[src/rtl/cpu_pkg.sv]
// rtl/cpu_pkg.sv - shared CPU widths, NOP opcode and fetch state encoding
// Purpose : common constants for the fetch stage and the control unit.
// Contents: CPU_ADDR_W, CPU_INSTR_W, CPU_OPC_W defaults, NOP_OPC, fetch_state_t.
package cpu_pkg;

  localparam int CPU_ADDR_W  = 8;
  localparam int CPU_INSTR_W = 16;
  localparam int CPU_OPC_W   = 8;

  localparam logic [7:0] NOP_OPC = 8'h00;

  typedef enum logic {
    IDLE = 1'b0,
    REQ  = 1'b1
  } fetch_state_t;

endpackage

[src/rtl/ifetch_ir_if.sv]
// rtl/ifetch_ir_if.sv - program memory read bus (req/ack handshake)
// Purpose : groups the program memory signals between fetch stage and memory.
// Signals : mem_addr, mem_rd (fetch -> memory); mem_rdata, mem_ack (memory -> fetch).
// Modports: master = fetch stage, slave = program memory.
interface ifetch_ir_if import cpu_pkg::*; #(
  parameter int ADDR_W  = CPU_ADDR_W,
  parameter int INSTR_W = CPU_INSTR_W
) ();

  logic [ADDR_W-1:0]  mem_addr;
  logic               mem_rd;
  logic [INSTR_W-1:0] mem_rdata;
  logic               mem_ack;

  modport master (output mem_addr, output mem_rd, input mem_rdata, input mem_ack);
  modport slave  (input mem_addr, input mem_rd, output mem_rdata, output mem_ack);

endinterface

[src/rtl/ifetch_ir_pc_counter.sv]
// rtl/ifetch_ir_pc_counter.sv - program counter with branch load and pending branch
// Purpose : PC register, increment with wrap, direct branch load while idle and
//           a pending-branch register that replaces pc+1 at the end of a fetch.
// Ports   : clk, rst (async active-low), idle (fetch FSM in IDLE), branch_en,
//           branch_addr, advance (fetch accepted), done (fetch ended), pc.
module pc_counter #(
  parameter int                ADDR_W   = 8,
  parameter logic [ADDR_W-1:0] RESET_PC = '0
) (
  input  logic              clk,
  input  logic              rst,
  input  logic              idle,
  input  logic              branch_en,
  input  logic [ADDR_W-1:0] branch_addr,
  input  logic              advance,
  input  logic              done,
  output logic [ADDR_W-1:0] pc
);

  logic              pend_valid;
  logic [ADDR_W-1:0] pend_addr;

  always_ff @(posedge clk or negedge rst) begin
    if (!rst) begin
      pc         <= RESET_PC;
      pend_valid <= 1'b0;
      pend_addr  <= '0;
    end else begin
      if (idle && branch_en) begin
        pc <= branch_addr;
      end else if (advance) begin
        // A branch arriving in the ack cycle is the newest one and wins.
        if (branch_en)       pc <= branch_addr;
        else if (pend_valid) pc <= pend_addr;
        else                 pc <= pc + ADDR_W'(1);
      end

      if (!idle && branch_en) begin
        pend_valid <= 1'b1;
        pend_addr  <= branch_addr;
      end
      // Ending a fetch (ack or abort) discards any pending target.
      if (done) pend_valid <= 1'b0;
    end
  end

endmodule

[src/rtl/ifetch_ir.sv]
// rtl/ifetch_ir.sv - instruction fetch stage and instruction register
// Purpose : fetches one word at pc over a req/ack bus, latches it into the IR and
//           presents opcode/operand fields. Optional macro FETCH_TIMEOUT_EN adds
//           a REQ-cycle timeout that aborts with a NOP and sets sticky fetch_err.
// Ports   : clk, rst (async active-low), fetch_req, branch_en, branch_addr,
//           mem (ifetch_ir_if.master), opcode, operand, ir_valid, pc, busy, fetch_err.
module ifetch_ir import cpu_pkg::*; #(
  parameter int                ADDR_W   = CPU_ADDR_W,
  parameter int                INSTR_W  = CPU_INSTR_W,
  parameter int                OPC_W    = CPU_OPC_W,
  parameter logic [ADDR_W-1:0] RESET_PC = '0
`ifdef FETCH_TIMEOUT_EN
  ,
  parameter int                TIMEOUT_CYC = 15
`endif
) (
  input  logic                     clk,
  input  logic                     rst,
  input  logic                     fetch_req,
  input  logic                     branch_en,
  input  logic [ADDR_W-1:0]        branch_addr,
  ifetch_ir_if.master              mem,
  output logic [OPC_W-1:0]         opcode,
  output logic [INSTR_W-OPC_W-1:0] operand,
  output logic                     ir_valid,
  output logic [ADDR_W-1:0]        pc,
  output logic                     busy,
  output logic                     fetch_err
);

  fetch_state_t       state, next_state;
  logic               start, accept, abort;
  logic [INSTR_W-1:0] ir;

`ifdef FETCH_TIMEOUT_EN
  localparam int CNT_W = $clog2(TIMEOUT_CYC + 1);
  logic [CNT_W-1:0] tmo_cnt;
  logic             tmo_hit;

  // Fires in the last allowed REQ cycle, so mem_rd is high for TIMEOUT_CYC cycles.
  assign tmo_hit = (tmo_cnt == CNT_W'(TIMEOUT_CYC - 1));

  always_ff @(posedge clk or negedge rst) begin
    if (!rst)               tmo_cnt <= '0;
    else if (start)         tmo_cnt <= '0;
    else if (state == REQ)  tmo_cnt <= tmo_cnt + CNT_W'(1);
  end

  always_ff @(posedge clk or negedge rst) begin
    if (!rst)       fetch_err <= 1'b0;
    else if (abort) fetch_err <= 1'b1;
  end
`else
  assign fetch_err = 1'b0;
`endif

  always_ff @(posedge clk or negedge rst) begin
    if (!rst) state <= IDLE;
    else      state <= next_state;
  end

  always_comb begin
    next_state = state;
    start      = 1'b0;
    accept     = 1'b0;
    abort      = 1'b0;
    case (state)
      IDLE: begin
        if (fetch_req) begin
          start      = 1'b1;
          next_state = REQ;
        end
      end
      REQ: begin
        if (mem.mem_ack) begin
          accept     = 1'b1;
          next_state = IDLE;
        end
`ifdef FETCH_TIMEOUT_EN
        else if (tmo_hit) begin
          abort      = 1'b1;
          next_state = IDLE;
        end
`endif
      end
      default: next_state = IDLE;
    endcase
  end

  always_ff @(posedge clk or negedge rst) begin
    if (!rst) begin
      ir       <= '0;
      ir_valid <= 1'b0;
    end else if (start) begin
      ir_valid <= 1'b0;
    end else if (accept) begin
      ir       <= mem.mem_rdata;
      ir_valid <= 1'b1;
    end else if (abort) begin
      ir       <= {OPC_W'(NOP_OPC), {(INSTR_W-OPC_W){1'b0}}};
      ir_valid <= 1'b1;
    end
  end

  pc_counter #(
    .ADDR_W   (ADDR_W),
    .RESET_PC (RESET_PC)
  ) u_pc (
    .clk         (clk),
    .rst         (rst),
    .idle        (state == IDLE),
    .branch_en   (branch_en),
    .branch_addr (branch_addr),
    .advance     (accept),
    .done        (accept | abort),
    .pc          (pc)
  );

  // The state flop itself is the registered read strobe.
  assign mem.mem_rd   = (state == REQ);
  assign busy         = (state == REQ);
  assign mem.mem_addr = pc;
  assign opcode       = ir[INSTR_W-1 -: OPC_W];
  assign operand      = ir[INSTR_W-OPC_W-1:0];

endmodule

[src/flat_wrapper.sv]
// flat-port wrapper written by rule: the top's interface ports become plain ports
module ifetch_ir_flat import cpu_pkg::*;
#(
  parameter int                ADDR_W   = CPU_ADDR_W,
  parameter int                INSTR_W  = CPU_INSTR_W,
  parameter int                OPC_W    = CPU_OPC_W,
  parameter logic [ADDR_W-1:0] RESET_PC = '0

)
  (clk, rst, fetch_req, branch_en, branch_addr, opcode, operand, ir_valid, pc, busy, fetch_err, mem_mem_addr, mem_mem_rd, mem_mem_rdata, mem_mem_ack);
  ifetch_ir_if #(.ADDR_W(ADDR_W), .INSTR_W(INSTR_W)) mem_i ();
  input  logic clk;
  input  logic rst;
  input  logic fetch_req;
  input  logic branch_en;
  input  logic [ADDR_W-1:0] branch_addr;
  output logic [OPC_W-1:0] opcode;
  output logic [INSTR_W-OPC_W-1:0] operand;
  output logic ir_valid;
  output logic [ADDR_W-1:0] pc;
  output logic busy;
  output logic fetch_err;
  output wire logic [$bits(mem_i.mem_addr)-1:0] mem_mem_addr;
  output wire logic [$bits(mem_i.mem_rd)-1:0] mem_mem_rd;
  input wire logic [$bits(mem_i.mem_rdata)-1:0] mem_mem_rdata;
  input wire logic [$bits(mem_i.mem_ack)-1:0] mem_mem_ack;
  assign mem_mem_addr = mem_i.mem_addr;
  assign mem_mem_rd = mem_i.mem_rd;
  assign mem_i.mem_rdata = mem_mem_rdata;
  assign mem_i.mem_ack = mem_mem_ack;
  ifetch_ir #(.ADDR_W(ADDR_W), .INSTR_W(INSTR_W), .OPC_W(OPC_W), .RESET_PC(RESET_PC)) u_core (.clk(clk), .rst(rst), .fetch_req(fetch_req), .branch_en(branch_en), .branch_addr(branch_addr), .mem(mem_i), .opcode(opcode), .operand(operand), .ir_valid(ir_valid), .pc(pc), .busy(busy), .fetch_err(fetch_err));
endmodule
[config.mk]
export PLATFORM = sky130hd
export DESIGN_NAME = ifetch_ir_flat
export DESIGN_NICKNAME = d
export VERILOG_FILES = /design/src/rtl/cpu_pkg.sv /design/src/rtl/ifetch_ir_if.sv /design/src/rtl/ifetch_ir_pc_counter.sv /design/src/rtl/ifetch_ir.sv /design/src/flat_wrapper.sv
export SDC_FILE = /design/constraint.sdc
export NUM_CORES = 1
export LEC_CHECK = 0
export ABC_CLOCK_PERIOD_IN_PS = 1200
export BUFFER_PORTS_ARGS = -buffer_cell sky130_fd_sc_hd__buf_2
export CAP_MARGIN = 40
export CORE_UTILIZATION = 40
export CTS_CLUSTER_DIAMETER = 150
export DETAILED_ROUTE_END_ITERATION = 8
export PLACE_DENSITY_LB_ADDON = 0.05
export SYNTH_ARGS = -nofsm -noshare
export SYNTH_HDL_FRONTEND = slang
export SYNTH_SLANG_ARGS = --single-unit
export TNS_END_PERCENT = 1
[constraint.sdc]
create_clock -name clk -period 1.2 [get_ports clk]
set_input_delay 0.18 -clock clk [delete_from_list [all_inputs] [get_ports clk]]
set_output_delay 0.18 -clock clk [all_outputs]
set_load 0.05 [all_outputs]
; ---- Word level (Yosys, flattened, before mapping)
; Cells that the tools add are included.
; W data, S select, Z words.
[classes]
addsub = 1
n_mux = 14
bitwise_logic = 2
n_reduce_logical = 6
[ops]
columns = cell, n
row1 = $mux W8, 4
row2 = $mux W1, 9
row3 = $add A8 B1 Y8 const B, 1
row4 = $reduce_bool A2 Y1, 3
row5 = $logic_and A1 B1 Y1, 2
row6 = $not A1 Y1, 2
row7 = $pmux W1 S2, 1
row8 = $reduce_and A2 Y1, 1
[totals]
register_bits = 35
input_bits = 29
out_inout_bits = 36
wordCells = 29

; ---- Logic depth before layout (Yosys ltp)
; Gate-level depths: netlist of run 1.
[logic_depth]
word_depth = 5
depth_mapped = 6
depth_no_buf = 5

; ---- Hierarchy
; Synthesis of run 1 repeated with hierarchy kept, for this count alone.
[hier_totals]
cells_unflattened = 144
area_unflattened_um2 = 1721.7
[by_module_without_submodules]
columns = mod, n_inst, cells_each, area_per_inst_um2, seq_area_each_um2
row1 = pc_counter, 1, 91, 930.9, 425.4
row2 = ifetch_ir, 1, 53, 790.8, 450.4

; ---- Worst setup path before layout of run 1
; No wires, ideal clock.
[synth_timing]
path_type = register to register
start = register u_core.u_pc.pc[2]
end = register u_core.u_pc.pc[7]
setup_time_ns = 0.078
t_arrival_ns = 1.557
slack_ns = -0.435
path_stages_with_launch = 5
period_less_slack_ns = 1.635
cell_sequence = dfrtp_1 and4_1 nand4_1 o41ai_2 o2bb2ai_1
[synth_via]
elab_chain_len = 5
[synth_rtl]
columns = item, line_no
row1 = from (decl), ifetch_ir_pc_counter.sv:17  ; output logic [ADDR_W-1:0] pc
row2 = from (signal assigned), ifetch_ir_pc_counter.sv:30  ; pc <= branch_addr;
row3 = from (signal assigned), ifetch_ir_pc_counter.sv:33  ; if (branch_en) pc <= branch_addr;
row4 = from (signal assigned), ifetch_ir_pc_counter.sv:34  ; else if (pend_valid) pc <= pend_addr;
row5 = $add A8 B1 Y8, ifetch_ir_pc_counter.sv:35  ; else pc <= pc + ADDR_W'(1);
row6 = $mux W8, ifetch_ir_pc_counter.sv:34
row7 = $mux W8, ifetch_ir_pc_counter.sv:33
row8 = $mux W8, ifetch_ir_pc_counter.sv:31  ; end else if (advance) begin
row9 = $mux W8, ifetch_ir_pc_counter.sv:29  ; if (idle && branch_en) begin
; Every way passes these cells. The select of a mux whose other input is x is not followed.
; A chain may end at the register's enable or synchronous reset.

; ---- Worst setup path in the final report of run 1
[layout_timing]
start = register u_core.u_pc.pc[0]
end = register u_core.u_pc.pc[7]
; Same word-level chain as after synthesis.

==> impl_metrics.csv, run 1 <==
group,metric,value,unit
timing,fin_crit_period,1.26,ns
clock_tree,cts-root-buf,"clkbuf_8",
global_routing,global_route.usage.met2,29.0,%
floorplanning,die_area,0.00441,mm2
clock_tree,cts-htree-levels,2,
layout,final_common_cell,"buf_2",
layout,finish.utilization,61.1,%
layout,post_route_standard_cell_area_excluding_fillers,0.00244,mm2
floorplanning,die_w,66.4,um
global_routing,global_route.peak_usage_layer,"met2",
layout,nFillCells,338,
yosys,area_fraction_in_compound_gates_after_synthesis,12.2,%
global_routing,grt_pass1_wl,5830,um
global_routing,grt_use_met3,5.17,%
routing,vias_per_cell,4.93,
timing,timing.hold.ws,0.125,ns
yosys,synth-simple-area-share,7.16,%
clock_tree,cts.reportedPaths.clkPinSlew,0.07,ns
yosys,synthDistinctLibCells,35,
timing,finalHoldViolCount,0,
yosys,synthTopCellsByArea,"dfrtp_1 53%, mux2_2 16%, buf_4 5.0%, o21ai_0 2.7%, a21oi_1 2.4%",
timing,setup_repair_after_global_routing_missed_its_margin,"true",
worst_setup_path,path_max_fanout,4,
yosys,async_flop_share,100,%
timing,setup_viol,14,
timing,fin_skew,0.00527,ns
yosys,syn_nets,174,
global_routing,grt_max_degree,36,
global_routing,groute.usage.overall,18.2,%
yosys,post-synth-top-area-cell,"dfrtp_1",
job,cap_viol_max_count,0,
floorplanning,fp.dieH,66.4,um
layout,flow.area_growth_from_synthesis,47.1,%
yosys,yosysWarningCount,0,
floorplanning,effective_utilization_at_floorplan,41.5,%
routing,route.detailed.wl_per_inst,13.8,um
worst_setup_path,worst-endpoint-required,1.41,ns
layout,area_used_by_multi_input_combinational_logic,748,um2
placed_design,numPortBuffers,63,
yosys,edff_count_synth,0,
power,leakagePower,1.16,nW
yosys,synth-adder-area-share,0.754,%
global_routing,grt_overflow,0,
clock_tree,tritoncts.num_buffers,5,
routing,drt-pass1-iter-count,4,
yosys,synthXorXnorAreaFrac,2.11,%
yosys,flops_latches_synth,35,
worst_setup_path,kind_of_critical_path,"reg2reg",
yosys,syn-instance-count,144,
layout,antenna_cells_inserted,0,
layout,layout-drive-gt1-share,61.2,%
run_status,run_status,"complete, but fails checks",
yosys,synthMuxAreaShare,17.5,%
run_status,violations_in_the_final_reports,"negative setup slack",
floorplanning,placeableCoreArea,0.00400,mm2
placed_design,globalplace.congestion,0.821,
routing,via_count,1351,
timing,setup_slack_after_layout,-0.0635,ns
timing,timing.final.max_slew_violations,0,
routing,drtAntennaViolNets,0,
routing,drt_initial_violations,39,
timing,max_freq,791,MHz
routing,drt_wl_total,3790,um
floorplanning,ioPinCount,65,
worst_setup_path,arrival,1.47,ns
layout,commonest_cells_after_routing_fill_and_taps_aside,"49 x buf_2, 29 x dfrtp_1, 22 x mux2_2, 22 x buf_4, 13 x buf_6",
worst_hold_path,hold_path.class,"in2reg",
floorplanning,core.rowCount,23,
yosys,dominant_combinational_cell_family_by_area_after_synthesis,"multiplexers",
timing,fin_setup_tns,-0.338,ns
placed_design,place.detailed.hpwl,2790,um
worst_setup_path,worstSetupStartpointType,"flop",
placed_design,placed_cell_area,0.00213,mm2
clock_tree,clkSinkCount,35,
layout,layout.area.seq,883,um2
yosys,syn-mean-instance-area,11.5,um2
yosys,synth_top_area_share,52.8,%
timing,finalCritPeriodShare,105,%
clock_tree,clk_latency,0.29,ns
global_routing,number_of_global_route_vias_before_repair,1258,
global_routing,antenna_violations_before_repair,0,
routing,drcViolationCount,0,
yosys,synth.yosys.seq_area_share,52.8,%
layout,num-nets-final,253,
power,p_per_area,2220,mW/mm2
power,ir_drop,1.03,mV
worst_setup_path,capturing_element_type_of_the_critical_path,"flop",
global_routing,global_route.usage.met1,23.5,%
yosys,ys_dominant_reg_cell,"dfrtp_1",
clock_tree,clock_tree.buffer_depth,2,
clock_tree,tritoncts,"yes",
yosys,syn-cell-area,0.00166,mm2
-- state kept, by name, indices dropped and copies added, names as in the netlist --
register and flops:
u_core.ir_valid 1, u_core.ir 16, u_core.u_pc.pend_valid 1, u_core.busy 1, u_core.u_pc.pc 8, u_core.u_pc.pend_addr 8
-- metal layers --
metal  part of all wire (%)  routed length [um]  vias up
li1                       -                   -      657
met5                      0                   0        -
met4                    1.3                  51        0
met3                    4.6                 175        6
met1                     44                1670      648
met2                     50                1890       40
-- metrics by stage --
stage	power, W	worst slack, ns	cells
floorplan	0.00359	-0.197	144
global placement	0.00415	-0.0182	261
detailed placement	0.00418	-0.0652	261
CTS	0.00535	-0.0647	272
global route	0.00571	-0.103	274
finish	0.00542	-0.0635	274
-- final timing paths --
kind | from | to | slack (ns) | cells after the start
hold / removal | mem_mem_rdata[9] | u_core.ir[9]$_DFFE_PN0P_ | 0.12 | 2
min in group asynchronous | rst | u_core.u_pc.pc[5]$_DFFE_PN0P_ | 0.38 | 3
hold reg to reg | u_core.ir[14]$_DFFE_PN0P_ | u_core.ir[14]$_DFFE_PN0P_ | 0.50 | 1
setup reg to reg | u_core.u_pc.pc[0]$_DFFE_PN0P_ | u_core.u_pc.pc[7]$_DFFE_PN0P_ | -0.06 | 4
max in group asynchronous | rst | u_core.u_pc.pc[3]$_DFFE_PN0P_ | 0.63 | 3
setup / recovery | u_core.u_pc.pc[0]$_DFFE_PN0P_ | u_core.u_pc.pc[7]$_DFFE_PN0P_ | -0.06 | 4
-- critical path, cell delays in order, from the launching register on --
cell and delay, ns:
dfrtp_2 0.42, and4_4 0.25, nand4_1 0.14, o41ai_2 0.24, o2bb2ai_1 0.14
-- layout make-up --
type,count,area share [%]
Clock buffer,8,4.10
Inverter,3,0.461
Multi-Input combinational cell,89,30.6
Sequential cell,35,36.2
Tap cell,50,2.56
Timing Repair Buffer,89,26.1
-- power breakdown --
part / internal (W) / total, W / leakage [nW] / switching (W)
Clock: 0.000524 / 0.000933 / 0.0515 / 0.000409
Combinational: 0.00101 / 0.00274 / 0.701 / 0.00173
Sequential: 0.00150 / 0.00175 / 0.407 / 0.000248
-- repair_timing --
action / 4_1_cts / 5_1_grt
resized for setup: 33 / 18
pin swaps: 6 / 4
setup buffers: 2 / 2
hold endpoints to repair: 35 / 0
hold buffers: 1 / 0
endpoints found under the setup margin: 34 / 41
-- cell usage after synthesis (all sizes together) (2+ instances only) --
cell	number
clkbuf	2
a21oi	8
xnor2	3
o21ai	10
nor2b	3
buf	15
nand3	2
mux2i	2
o41ai	2
nor2	7
dfrtp	35
mux2	24
inv	3
nand2	10
-- cells by family after synthesis --
family,after synthesis
compound gates,31
xor+xnor,4
fa+ha+maj,1
buf+inv,20
flops,35
mux,26
other cells,1
simple gates,26
Power figures use the tool's default switching activity.
==> run 2, diff against run 1 <==
--- a/config.mk
+++ b/config.mk
@@ -6,11 +6,11 @@
 export NUM_CORES = 1
 export LEC_CHECK = 0
 export ABC_CLOCK_PERIOD_IN_PS = 1200
-export BUFFER_PORTS_ARGS = -buffer_cell sky130_fd_sc_hd__buf_2
 export CAP_MARGIN = 40
 export CORE_UTILIZATION = 40
 export CTS_CLUSTER_DIAMETER = 150
 export DETAILED_ROUTE_END_ITERATION = 8
+export DONT_BUFFER_PORTS = 1
 export PLACE_DENSITY_LB_ADDON = 0.05
 export SYNTH_ARGS = -nofsm -noshare
 export SYNTH_HDL_FRONTEND = slang
==> impl_metrics.csv, run 2 (synthesis gave the netlist of run 1 again) <==
group,metric,value,unit
run_status,run_status,"complete, but fails checks",
run_status,violations_in_the_final_reports,"negative setup slack",
layout,post_route_standard_cell_area_excluding_fillers,0.00219,mm2
layout,num-nets-final,209,
global_routing,antenna_violations_before_repair,0,
clock_tree,cts-htree-levels,2,
worst_setup_path,kind_of_critical_path,"reg2reg",
timing,setup_repair_after_global_routing_missed_its_margin,"true",
routing,route.detailed.wl_per_inst,15.3,um
timing,fin_crit_period,1.25,ns
floorplanning,die_w,66.4,um
layout,nFillCells,365,
timing,setup_slack_after_layout,-0.0506,ns
routing,drt_initial_violations,26,
worst_setup_path,worst-endpoint-required,1.37,ns
clock_tree,cts_post_setup_buffers_inserted,0,
placed_design,placed_cell_area,0.00196,mm2
power,totalPowerFinal,0.00525,W
clock_tree,tritoncts.num_buffers,5,
timing,timing.hold.ws,0.0410,ns
clock_tree,clk_latency,0.28,ns
placed_design,globalplace.congestion,0.856,
clock_tree,clkSinkCount,35,
routing,drt-pass1-iter-count,4,
routing,via_count,1198,
floorplanning,effective_utilization_at_floorplan,41.5,%
floorplanning,die_area,0.00441,mm2
job,cap_viol_max_count,0,
timing,fin_skew,0.00349,ns
clock_tree,clock_tree.buffer_depth,2,
worst_setup_path,reg2reg_path_depth,4,
worst_setup_path,r2r-start,"u_core.busy$_DFF_PN0_",
worst_setup_path,worst_setup_path_startpoint,"u_core.busy$_DFF_PN0_",
worst_setup_path,timing.reg2reg.setup_slack,-0.05,ns
global_routing,number_of_global_route_vias_before_repair,1183,
power,leakagePower,0.958,nW
worst_hold_path,min_delay_worst_endpoint,"u_core.ir[8]$_DFFE_PN0P_",
layout,largest_register_ff_count,16,
worst_setup_path,path_max_fanout,6,
global_routing,groute.usage.overall,17.6,%
clock_tree,tritoncts,"yes",
layout,layout-drive-gt1-share,48.9,%
worst_hold_path,hold_path.class,"in2reg",
worst_setup_path,r2r_end,"u_core.u_pc.pc[4]$_DFFE_PN0P_",
global_routing,grt_overflow,0,
layout,biggestRegsByFlops,"u_core.ir (16), u_core.u_pc.pc (8), u_core.u_pc.pend_addr (8)",
timing,finalCritPeriodShare,104,%
layout,flow.area_growth_from_synthesis,31.7,%
worst_hold_path,worst_hold_startpoint,"mem_mem_rdata[8]",
worst_setup_path,capturing_element_type_of_the_critical_path,"flop",
routing,drcViolationCount,0,
global_routing,grt_max_degree,36,
timing,finalHoldViolCount,0,
worst_setup_path,arrival,1.43,ns
timing,timing.final.max_slew_violations,0,
timing,max_freq,800,MHz
floorplanning,fp.dieH,66.4,um
timing,setup_viol,18,
power,ir_drop,1.18,mV
clock_tree,cts-root-buf,"clkbuf_8",
worst_hold_path,hold_path_depth,1,
routing,vias_per_cell,5.21,
floorplanning,core.rowCount,23,
placed_design,numPortBuffers,0,
layout,antenna_cells_inserted,0,
layout,top_register,"u_core.ir",
worst_setup_path,worstSetupStartpointType,"flop",
layout,final_common_cell,"buf_4",
routing,drt_wl_total,3520,um
clock_tree,cts.reportedPaths.clkPinSlew,0.07,ns
power,p_per_area,2400,mW/mm2
global_routing,grt_pass1_wl,5580,um
floorplanning,placeableCoreArea,0.00400,mm2
timing,fin_setup_tns,-0.192,ns
layout,commonest_cells_after_routing_fill_and_taps_aside,"29 x buf_4, 28 x dfrtp_1, 24 x mux2_2",
floorplanning,ioPinCount,65,
placed_design,place.detailed.hpwl,2570,um
routing,drtAntennaViolNets,0,
run 2: final cells by class:
class / instances / area (um2) / share of cell area, %
Multi-Input combinational cell: 89 / 696 / 31.8
Tap cell: 50 / 62.6 / 2.86
Clock buffer: 8 / 100 / 4.58
Sequential cell: 35 / 885 / 40.4
Timing Repair Buffer: 45 / 433 / 19.8
Inverter: 3 / 11.3 / 0.515
run 2: how the worst max path moves through the flow:
stage	to	slack [ns]	cells past startpoint
after floorplan	u_core.u_pc.pc[7]$_DFFE_PN0P_	-0.20	4
after global placement	u_core.ir[10]$_DFFE_PN0P_	-0.07	3
after detailed placement	u_core.ir[12]$_DFFE_PN0P_	-0.08	3
after CTS	u_core.u_pc.pc[7]$_DFFE_PN0P_	-0.06	4
after global routing	u_core.u_pc.pc[7]$_DFFE_PN0P_	-0.10	4
final	u_core.u_pc.pc[4]$_DFFE_PN0P_	-0.05	4
run 2: report_power, final:
| part | switching, W | total (W) | internal, W |
|---|---|---|---|
| Combinational | 0.00163 | 0.00256 | 0.000927 |
| Clock | 0.000405 | 0.000929 | 0.000524 |
| Sequential | 0.000266 | 0.00177 | 0.00150 |
run 2: what timing repair did:
item	CTS	global route
pin swaps	0	1
hold endpoints to repair	37	0
hold buffers	4	0
gates resized for setup	20	6
setup endpoints to repair	37	39
run 2: critical path: stages (launching register included):
cell	delay [ns]
dfrtp_2	0.45
nand2b_1	0.17
o21ai_2	0.14
a32o_1	0.23
a21o_1	0.15
run 2: per-stage QoR:
step                      util [%]  cells  setup WS, ns
after floorplan                  -    144        -0.197
after global placement        48.9    218       -0.0674
after detailed placement      48.9    218       -0.0821
after CTS                     54.4    230       -0.0624
after global routing          54.7    230        -0.105
final                         54.7    230       -0.0506
run 2: layer usage:
metal / wire (um) / vias up / global-route usage, % / share of wire, %
li1: - / 565 / - / -
met1: 1440 / 585 / 21.0 / 41
met2: 1800 / 42 / 29.3 / 51
met3: 233 / 6 / 5.69 / 6.6
met4: 52 / 0 / 6.38 / 1.5
met5: 0 / - / 0 / 0
==> run 3, diff against run 2 <==
--- a/config.mk
+++ b/config.mk
@@ -5,6 +5,7 @@
 export SDC_FILE = /design/constraint.sdc
 export NUM_CORES = 1
 export LEC_CHECK = 0
+export ABC_AREA = 1
 export ABC_CLOCK_PERIOD_IN_PS = 1200
 export CAP_MARGIN = 40
 export CORE_UTILIZATION = 40
==> impl_metrics.csv, run 3 <==
group,metric,value,unit
global_routing,grt_max_degree,36,
layout,commonest_cells_after_routing_fill_and_taps_aside,"99 x nand2_1, 29 x dfrtp_1, 19 x inv_1",
timing,setup_viol,2,
global_routing,groute.usage.overall,18.7,%
floorplanning,fp.dieH,67.9,um
clock_tree,cts-root-buf,"clkbuf_8",
layout,biggestRegsByFlops,"u_core.ir (16), u_core.u_pc.pc (8), u_core.u_pc.pend_addr (8)",
yosys,edff_count_synth,0,
run_status,violations_in_the_final_reports,"negative setup slack",
yosys,post-synth-top-area-cell,"dfrtp_1",
worst_setup_path,critical-path-top-delay-family,"flip-flops",
timing,timing.final.max_slew_violations,0,
routing,drtAntennaViolNets,0,
yosys,dominant_combinational_cell_family_by_area_after_synthesis,"simple AND/OR/NAND/NOR gates",
layout,num-nets-final,270,
yosys,synthMuxAreaShare,0,%
yosys,flops_latches_synth,35,
routing,drt_initial_violations,44,
clock_tree,cts.reportedPaths.clkPinSlew,0.08,ns
layout,top_register,"u_core.ir",
yosys,yosysWarningCount,0,
floorplanning,effective_utilization_at_floorplan,42.5,%
yosys,synth-adder-area-share,0.721,%
timing,setup_repair_after_global_routing_missed_its_margin,"true",
layout,post_route_standard_cell_area_excluding_fillers,0.00220,mm2
global_routing,antenna_violations_before_repair,0,
timing,finalCritPeriodShare,100,%
worst_setup_path,worst-endpoint-required,1.02,ns
run_status,run_status,"complete, but fails checks",
timing,setup_slack_after_layout,-0.00149,ns
routing,drt-pass1-iter-count,6,
power,ir_drop,0.994,mV
timing,fin_setup_tns,-0.00297,ns
worst_setup_path,path_cells,"buf_4",
yosys,ys_dominant_reg_cell,"dfrtp_1",
yosys,syn-mean-instance-area,7.92,um2
floorplanning,core.rowCount,23,
yosys,syn-instance-count,219,
yosys,synthDistinctLibCells,20,
clock_tree,tritoncts,"yes",
routing,vias_per_cell,4.83,
worst_setup_path,arrival,1.02,ns
global_routing,grt_pass1_wl,6340,um
worst_hold_path,min_delay_worst_endpoint,"u_core.u_pc.pend_addr[2]$_DFFE_PN0P_",
yosys,synthXorXnorAreaFrac,0.505,%
placed_design,numPortBuffers,0,
global_routing,grt_overflow,0,
layout,antenna_cells_inserted,0,
clock_tree,tritoncts.num_buffers,5,
worst_hold_path,hold_path_depth,2,
timing,timing.hold.ws,0.0144,ns
layout,nFillCells,396,
clock_tree,clkSinkCount,35,
power,leakagePower,1.11,nW
yosys,synth-simple-area-share,25.2,%
routing,via_count,1406,
clock_tree,clock_tree.buffer_depth,2,
routing,drcViolationCount,0,
worst_setup_path,kind_of_critical_path,"reg2out",
layout,largest_register_ff_count,16,
timing,fin_crit_period,1.20,ns
yosys,syn_nets,249,
worst_hold_path,worst_hold_startpoint,"branch_addr[2]",
clock_tree,cts-htree-levels,2,
yosys,synthTopCellsByArea,"dfrtp_1 50%, nand2_1 21%, buf_4 4.8%, inv_1 4.1%, o21ai_0 3.7%",
layout,flow.area_growth_from_synthesis,26.8,%
layout,layout-drive-gt1-share,20.3,%
yosys,synth.yosys.seq_area_share,50.5,%
floorplanning,placeableCoreArea,0.00409,mm2
timing,max_freq,832,MHz
timing,finalHoldViolCount,0,
routing,drt_wl_total,3750,um
yosys,area_fraction_in_compound_gates_after_synthesis,11.0,%
worst_setup_path,timing.critical_path.slowest_stage_cell,"dfrtp_2",
worst_setup_path,r2r_end,"u_core.u_pc.pc[3]$_DFFE_PN0P_",
placed_design,placed_cell_area,0.00183,mm2
worst_setup_path,worst-path-buf-inv,1,
yosys,synthTopCellsByCount,"99 x nand2_1, 35 x dfrtp_1, 19 x inv_1",
worst_hold_path,hold_path.class,"in2reg",
worst_setup_path,worstSetupStartpointType,"flop",
global_routing,number_of_global_route_vias_before_repair,1429,
yosys,async_flop_share,100,%
floorplanning,die_area,0.00461,mm2
worst_setup_path,path_max_fanout,5,
layout,final_common_cell,"nand2_1",
worst_setup_path,capturing_element_type_of_the_critical_path,"output pin",
worst_setup_path,reg2reg_path_depth,7,
yosys,yosysMostFrequentCell,"nand2_1",
placed_design,place.detailed.hpwl,2660,um
worst_setup_path,timing.critical_path.slowest_cell_delay,0.43,ns
timing,fin_skew,0.00577,ns
routing,route.detailed.wl_per_inst,12.9,um
floorplanning,ioPinCount,65,
job,cap_viol_max_count,0,
yosys,syn-cell-area,0.00174,mm2
worst_setup_path,r2r-start,"u_core.busy$_DFF_PN0_",
floorplanning,die_w,67.9,um
power,p_per_area,2330,mW/mm2
clock_tree,clk_latency,0.28,ns
worst_setup_path,timing.reg2reg.setup_slack,0.03,ns
placed_design,globalplace.congestion,0.755,
yosys,synth_top_area_share,50.5,%
==> run 3: cell types whose count changed after synthesis, sizes merged, moves of 3 or more <==
cell | before | now
a21oi | 8 | 15
inv | 3 | 20
mux2 | 24 | 0
nand2 | 10 | 100
nand3 | 2 | 8
nor2 | 7 | 4
nor2b | 3 | 0
o21ai | 10 | 13
==> run 3: cell families (layout without fill, tap and decap cells) <==
logic type,after synthesis,count (layout)
AND/OR/NAND/NOR,112,112
XOR/XNOR,1,1
flip-flops,35,35
other,1,1
adder cells (fa/ha/maj),1,1
AO/OA/AOI/OAI,32,32
buffers and inverters,37,59
==> run 3: where the power goes <==
part / internal, W / switching, W / total, W
registers: 0.00145 / 0.000688 / 0.00214
logic: 0.000544 / 0.00118 / 0.00172
clock network: 0.000829 / 0.000439 / 0.00127
==> run 3: how the worst max path moves through the flow <==
stage	cells after the start	endpoint	start	slack, ns
6_report	1	mem_mem_addr[4]	u_core.u_pc.pc[4]$_DFFE_PN0P_	-0.001
5_1_grt	7	u_core.u_pc.pc[2]$_DFFE_PN0P_	u_core.u_pc.pc[0]$_DFFE_PN0P_	-0.06
4_1_cts	7	u_core.u_pc.pc[2]$_DFFE_PN0P_	u_core.u_pc.pc[1]$_DFFE_PN0P_	-0.003
3_5_place_dp	7	u_core.u_pc.pc[2]$_DFFE_PN0P_	u_core.u_pc.pc[1]$_DFFE_PN0P_	0.02
3_3_place_gp	7	u_core.u_pc.pc[2]$_DFFE_PN0P_	u_core.u_pc.pc[0]$_DFFE_PN0P_	0.05
2_1_floorplan	8	u_core.u_pc.pc[6]$_DFFE_PN0P_	u_core.u_pc.pc[1]$_DFFE_PN0P_	-0.12
==> run 3: area by class of cell <==
type / instances / area, um2 / area share, %
repair buffers: 31 / 322 / 14.6
clock inverters: 3 / 67.6 / 3.07
flip-flops and latches: 35 / 883 / 40.1
clock buffers: 5 / 68.8 / 3.13
well taps: 50 / 62.6 / 2.84
multi-input cells: 147 / 717 / 32.6
inverters: 20 / 80.1 / 3.64
==> run 3: stage by stage <==
step / total power, W / worst slack, ns / utilization, % / cells
2_1_floorplan: 0.00343 / -0.123 / - / 219
3_3_place_gp: 0.00364 / 0.0474 / 44.8 / 268
3_5_place_dp: 0.00367 / 0.0167 / 44.8 / 268
4_1_cts: 0.00507 / -0.00309 / 52.2 / 289
5_1_grt: 0.00541 / -0.0627 / 53.9 / 291
6_report: 0.00512 / -0.00149 / 53.9 / 291
==> run 3: what timing repair did <==
item                       CTS  global route
setup endpoints to repair   14            13
hold buffers                13             0
pin swaps                    0             1
gates resized for setup      7            13
hold endpoints to repair    46             0
gates cloned                 0             0
setup buffers                0             2
==> run 3: routing by layer <==
| metal | vias up | share of wire (%) | GRT usage, % |
|---|---|---|---|
| met5 | - | 0 | 0 |
| met4 | 0 | 0.61 | 5.73 |
| met3 | 4 | 5.9 | 6.33 |
| met2 | 50 | 49 | 31.7 |
| met1 | 647 | 44 | 22.4 |
| li1 | 705 | - | - |
==> run 3: worst reg2reg max path, stage by stage (launching register included) <==
cell,delay [ns]
dfrtp_2,0.45
nand2_4,0.09
inv_6,0.03
a21oi_4,0.18
buf_4,0.15
a21oi_1,0.03
o21ai_0,0.07
nand2_1,0.07
